[src/rtl/smc_stream.sv]
// Streaming MOSFET calculator: ranks per-device Id/gm values and returns a weighted top/bottom-K sum.
// Optional SMC_ARGMAX_EN adds out_idx, the arrival index of the largest value.
module smc_stream #(
  parameter int N_DEV  = 6,
  parameter int K_SEL  = 3,
  parameter int W_BITS = 3,
  parameter int OUT_W  = 10
) (
  input  logic                     clk,
  input  logic                     rst,
  input  logic                     in_valid,
  output logic                     in_ready,
  input  logic [1:0]               mode,
  input  logic [W_BITS-1:0]        W,
  input  logic [W_BITS-1:0]        V_GS,
  input  logic [W_BITS-1:0]        V_DS,
  output logic                     out_valid,
  input  logic                     out_ready,
  output logic [OUT_W-1:0]         out_n
`ifdef SMC_ARGMAX_EN
  ,
  output logic [$clog2(N_DEV)-1:0] out_idx
`endif
);

  localparam int VAL_W  = 3*W_BITS+2;
  localparam int IDX_W  = $clog2(N_DEV);
  localparam int STEP_W = $clog2(K_SEL+1);

  localparam logic [1:0] S_IDLE = 2'd0;
  localparam logic [1:0] S_LOAD = 2'd1;
  localparam logic [1:0] S_CALC = 2'd2;
  localparam logic [1:0] S_OUT  = 2'd3;

  logic [1:0]        state;
  logic [IDX_W-1:0]  cnt;
  logic [STEP_W-1:0] step;
  logic [1:0]        mode_q;
  logic [OUT_W-1:0]  acc;
  logic [VAL_W-1:0]  rank_val [N_DEV];
`ifdef SMC_ARGMAX_EN
  logic [IDX_W-1:0]  rank_idx [N_DEV];
`endif

  logic [VAL_W-1:0]  w_e, vgs_e, vds_e, v_e, id_val, gm_val, dev_val, sel_val;
  logic              dev_is_id, beat;
  logic [IDX_W:0]    ins_pos, sel_pos;
  logic [OUT_W-1:0]  wt, term;

  assign in_ready  = (state == S_IDLE) || (state == S_LOAD);
  assign out_valid = (state == S_OUT);
  assign beat      = in_valid && in_ready;

  // Device value; on beat 0 the incoming mode applies because mode_q is not yet loaded
  always_comb begin
    w_e    = VAL_W'(W);
    vgs_e  = VAL_W'(V_GS);
    vds_e  = VAL_W'(V_DS);
    v_e    = vgs_e - VAL_W'(1);
    id_val = '0;
    gm_val = '0;
    if (V_GS > W_BITS'(1)) begin
      if (v_e > vds_e) begin
        id_val = (w_e * vds_e * ((v_e << 1) - vds_e)) / VAL_W'(3);
        gm_val = ((w_e * vds_e) << 1) / VAL_W'(3);
      end else begin
        id_val = (w_e * v_e * v_e) / VAL_W'(3);
        gm_val = ((w_e * v_e) << 1) / VAL_W'(3);
      end
    end
    dev_is_id = (state == S_IDLE) ? mode[0] : mode_q[0];
    dev_val   = dev_is_id ? id_val : gm_val;
  end

  // New entry goes after every stored value >= it, so equal values keep arrival order
  always_comb begin
    ins_pos = '0;
    for (int i = 0; i < N_DEV; i++) begin
      if ((IDX_W'(i) < cnt) && (rank_val[i] >= dev_val))
        ins_pos = (IDX_W+1)'(i+1);
    end
  end

  always_comb begin
    sel_pos = mode_q[1] ? (IDX_W+1)'(step)
                        : (IDX_W+1)'(N_DEV-K_SEL) + (IDX_W+1)'(step);
    sel_val = '0;
    if (sel_pos < (IDX_W+1)'(N_DEV))
      sel_val = rank_val[sel_pos[IDX_W-1:0]];
    wt   = mode_q[0] ? (OUT_W'(3) + OUT_W'(step)) : OUT_W'(1);
    term = wt * OUT_W'(sel_val);
  end

  always_ff @(posedge clk) begin
    if (rst) begin
      for (int i = 0; i < N_DEV; i++) begin
        rank_val[i] <= '0;
`ifdef SMC_ARGMAX_EN
        rank_idx[i] <= '0;
`endif
      end
    end else if (beat) begin
      if (ins_pos == '0) begin
        rank_val[0] <= dev_val;
`ifdef SMC_ARGMAX_EN
        rank_idx[0] <= cnt;
`endif
      end
      for (int i = 1; i < N_DEV; i++) begin
        if ((IDX_W+1)'(i) == ins_pos) begin
          rank_val[i] <= dev_val;
`ifdef SMC_ARGMAX_EN
          rank_idx[i] <= cnt;
`endif
        end else if ((IDX_W+1)'(i) > ins_pos) begin
          rank_val[i] <= rank_val[i-1];
`ifdef SMC_ARGMAX_EN
          rank_idx[i] <= rank_idx[i-1];
`endif
        end
      end
    end
  end

  // CALC spends one extra cycle after the last step to register the result
  always_ff @(posedge clk) begin
    if (rst) begin
      state  <= S_IDLE;
      cnt    <= '0;
      step   <= '0;
      mode_q <= '0;
      acc    <= '0;
      out_n  <= '0;
`ifdef SMC_ARGMAX_EN
      out_idx <= '0;
`endif
    end else begin
      case (state)
        S_IDLE: if (beat) begin
          mode_q <= mode;
          cnt    <= IDX_W'(1);
          state  <= S_LOAD;
        end
        S_LOAD: if (beat) begin
          if (cnt == IDX_W'(N_DEV-1)) begin
            cnt   <= '0;
            step  <= '0;
            acc   <= '0;
            state <= S_CALC;
          end else begin
            cnt <= cnt + IDX_W'(1);
          end
        end
        S_CALC: begin
          if (step == STEP_W'(K_SEL)) begin
            out_n <= acc;
`ifdef SMC_ARGMAX_EN
            out_idx <= rank_idx[0];
`endif
            state <= S_OUT;
          end else begin
            acc  <= acc + term;
            step <= step + STEP_W'(1);
          end
        end
        default: if (out_ready) begin
          acc   <= '0;
          state <= S_IDLE;
        end
      endcase
    end
  end

endmodule

[config.mk]
export PLATFORM = sky130hd
export DESIGN_NAME = smc_stream
export DESIGN_NICKNAME = d
export VERILOG_FILES = /design/src/rtl/smc_stream.sv
export SDC_FILE = /design/constraint.sdc
export NUM_CORES = 1
export LEC_CHECK = 0
export ABC_AREA = 0
export CORE_MARGIN = 3
export CORE_UTILIZATION = 60
export DETAILED_ROUTE_END_ITERATION = 10
export PLACE_DENSITY = 0.78
export SYNTH_ARGS = -nofsm -noshare
export SYNTH_HDL_FRONTEND = slang
export SYNTH_SLANG_ARGS = --single-unit
[constraint.sdc]
create_clock -name clk -period 26.5 [get_ports clk]
set_input_delay 5.3 -clock clk [delete_from_list [all_inputs] [get_ports clk]]
set_output_delay 5.3 -clock clk [all_outputs]
set_load 0.01 [all_outputs]
==> flow_summary.json <==
{
  "max_freq_mhz": 46.21,
  "hold_slack_ns": 0.4515,
  "drv_slew": 0,
  "synth_top_family_by_area": "adder cells",
  "syn-instance-count": 1345,
  "critPathMaxStageDelay_ns": 0.86,
  "ys_seq_elements": 89,
  "synthDistinctLibCells": 89,
  "io_pins": 27,
  "n_fill_cell": 1489,
  "synthAdderAreaFrac_pct": 25.57,
  "final_common_cell": "nor2_1",
  "synth.cell_area_um2": 11470,
  "die-width_um": 144.3,
  "avgRoutedWirePerCell_um": 18.65,
  "cp.required_ns": 26.46,
  "finalSetupTns_ns": 0,
  "vias_per_cell": 6.387,
  "p_per_area_nw_per_um2": 129.2,
  "ctsHoldBuffers": 0,
  "clkTransAtPathRegs_ns": 0.07,
  "ys.flop_type": "edfxtp_1",
  "synth_edf_count": 60,
  "fp.dieH_um": 144.3,
  "min-delay-start": "out_n[7]",
  "clk_path_buf_depth": 2,
  "clock_latency_ns": 0.35,
  "synthXorXnorAreaFrac_pct": 4.167,
  "grt_max_degree": 36,
  "cap_violations": 0,
  "synth.area.mux_share_pct": 6.228,
  "grt_util_all_layers_pct": 29.00,
  "syn2layout_area_growth_pct": 5.792,
  "cts_root_buf": "clkbuf_16",
  "r2r_setup_slack_ns": 19.76,
  "ir_drop_mv": 0.09183,
  "setup_viol": 0,
  "hold_depth": 2,
  "reg2reg_from": "state[0]",
  "grt_pass1_vias": 9683,
  "numClockSinks": 89,
  "rr_endpoint": "rank_val[0][0]",
  "layout_common_cells": "155 x nor2_1, 148 x ha_1, 137 x nand2_1, 101 x inv_1, 82 x a21oi_1",
  "diodes": 0,
  "criticalPathCategory": "in -> reg",
  "yosys_warnings": 0,
  "post-cts-setup-buffer-count": 0,
  "endpoint_kind": "flop",
  "crit_fanout": 14,
  "place_hpwl_um": 23380,
  "first_pass_iters": 8,
  "min_path_type": "reg -> reg",
  "synth_seq_area_share_pct": 20.77,
  "rsz0062_at_grt": "false",
  "ant_nets": 0,
  "final_layout_size_suffix_gt1_share_pct": 5.060,
  "power_w": 0.001567,
  "num_vias": 10050,
  "yosys.area_share.simple_pct": 19.60,
  "synthesis.nets": 1562,
  "startpoint_type": "primary input",
  "rows": 49,
  "status": "finished, final reports clean",
  "wl_um": 29340,
  "dr.first_iter.drc_count": 951,
  "drc": 0,
  "maxSlewHeadroom_pct": 21.41,
  "final.period_utilization_pct": 81.65,
  "die_area_um2": 20810,
  "gr-total-overflow": 0,
  "grt_first_pass_wirelength_um": 48750,
  "multi_input_area_um2": 8484,
  "avgSynthCellArea_um2": 8.529,
  "core_area_um2": 18390,
  "cts_max_level": 3,
  "seqCellArea_um2": 2382,
  "holdPathEnd": "out_n[7]",
  "tightest_slew_ns": 1.178,
  "cts_tree": "yes",
  "portBuffers": 26,
  "hold_viol_final": 0,
  "start_util_pct": 62.37,
  "post_cts_resized": 0,
  "synth_compound_area_share_pct": 18.30,
  "critPathArrivalTime_ns": 21.60,
  "synthArstFlopShare_pct": 0,
  "place.gp.congestion": 0.9744,
  "fin_crit_ns": 21.64,
  "antenna_found_initial": 0,
  "r2r_cells": 21,
  "fin_skew_ns": 0.01410,
  "slowest_stage": "nor2_1",
  "cts_made_buffers": 9,
  "total_leakage_power_nw": 5.465,
  "fin_nets": 1556
}
## flip-flops by register name, indices dropped and copies added, names as in the netlist
signal,cells
state,2
step,2
cnt,3
out_n,10
rank_val,60
mode_q,2
acc,10
## critical path, delay by kind of cell
kind,cells,cell delay [ns]
fa+ha+maj,13,4.70
simple gates,16,3.92
buf+inv,10,2.14
compound gates,24,5.14
xor+xnor,2,0.40
## how the worst max path moves through the flow
stage / start / cells past startpoint / slack [ns] / to
after floorplan: V_GS[0] / 67 / 6.94 / rank_val[0][0]
after global placement: V_GS[0] / 62 / 5.17 / rank_val[2][3]
after detailed placement: V_GS[0] / 62 / 4.73 / rank_val[2][3]
after CTS: V_GS[0] / 62 / 5.07 / rank_val[2][1]
after global routing: V_GS[0] / 63 / 3.46 / rank_val[2][1]
final: V_GS[0] / 65 / 4.86 / rank_val[0][0]
## layer usage
metal	wire, um	track usage [%]
met1	13230	42.71
met2	13010	44.71
met3	2520	4.927
met4	581	7.069
met5	0	0
## Yosys cell counts (4+ instances only)
| master | number | share of area (%) |
|---|---|---|
| a211oi_1 | 22 | 1.4 |
| a21o_1 | 49 | 3.2 |
| a21oi_1 | 83 | 3.6 |
| a22oi_1 | 7 | 0.46 |
| a31oi_1 | 8 | 0.44 |
| and2_1 | 25 | 1.4 |
| and3_1 | 11 | 0.60 |
| buf_2 | 6 | 0.26 |
| clkbuf_1 | 38 | 1.2 |
| dfxtp_1 | 29 | 5.1 |
| edfxtp_1 | 60 | 16 |
| fa_1 | 54 | 9.4 |
| ha_1 | 148 | 16 |
| inv_1 | 101 | 3.3 |
| mux2_2 | 7 | 0.69 |
| mux2i_1 | 41 | 3.6 |
| mux4_2 | 10 | 2.0 |
| nand2_1 | 137 | 4.5 |
| nand2b_1 | 18 | 0.98 |
| nand3_1 | 32 | 1.4 |
| nand4_1 | 8 | 0.44 |
| nor2_1 | 155 | 5.1 |
| nor2b_1 | 20 | 1.1 |
| nor3_1 | 28 | 1.2 |
| nor4_1 | 12 | 0.65 |
| o2111ai_1 | 4 | 0.31 |
| o211ai_1 | 12 | 0.79 |
| o21a_1 | 12 | 0.79 |
| o21ai_0 | 51 | 2.2 |
| o21bai_1 | 7 | 0.46 |
| o22ai_1 | 7 | 0.38 |
| o31ai_1 | 4 | 0.26 |
| o32ai_1 | 5 | 0.38 |
| or2_2 | 8 | 0.44 |
| or3_1 | 7 | 0.38 |
| xnor2_1 | 37 | 2.8 |
| xor2_1 | 9 | 0.69 |
## cell type report
| cell class | instances | area share, % |
|---|---|---|
| clock inverter | 6 | 0.3506 |
| tap | 229 | 2.361 |
| clock buffer | 10 | 1.887 |
| sequential | 89 | 19.63 |
| multi-input combinational | 1102 | 69.91 |
| inverter | 104 | 3.279 |
| timing repair buffer | 33 | 2.578 |
## logic make-up after synthesis
group | after synthesis
adder cells (fa/ha/maj) | 202
AND/OR/NAND/NOR | 480
XOR/XNOR | 49
buffers and inverters | 154
flip-flops | 89
AO/OA/AOI/OAI | 313
multiplexers | 58
## report_power, final
group / total [W] / internal (W) / switching (W)
registers: 0.000217 / 0.000186 / 0.0000310
logic: 0.00123 / 0.000480 / 0.000749
clock network: 0.000121 / 0.0000639 / 0.0000574
total: 0.00157 / 0.000730 / 0.000838
## through the flow
step	setup WS, ns	cell area (um2)	utilization [%]	cells
after global placement	5.174	11860	64.50	1557
after global routing	3.459	12140	65.98	1573
after detailed placement	4.725	11860	64.50	1557
after CTS	5.070	12140	65.98	1573
after floorplan	6.945	11470	-	1345
final	4.862	12140	65.98	1573
(Power assumes the default switching activity.)
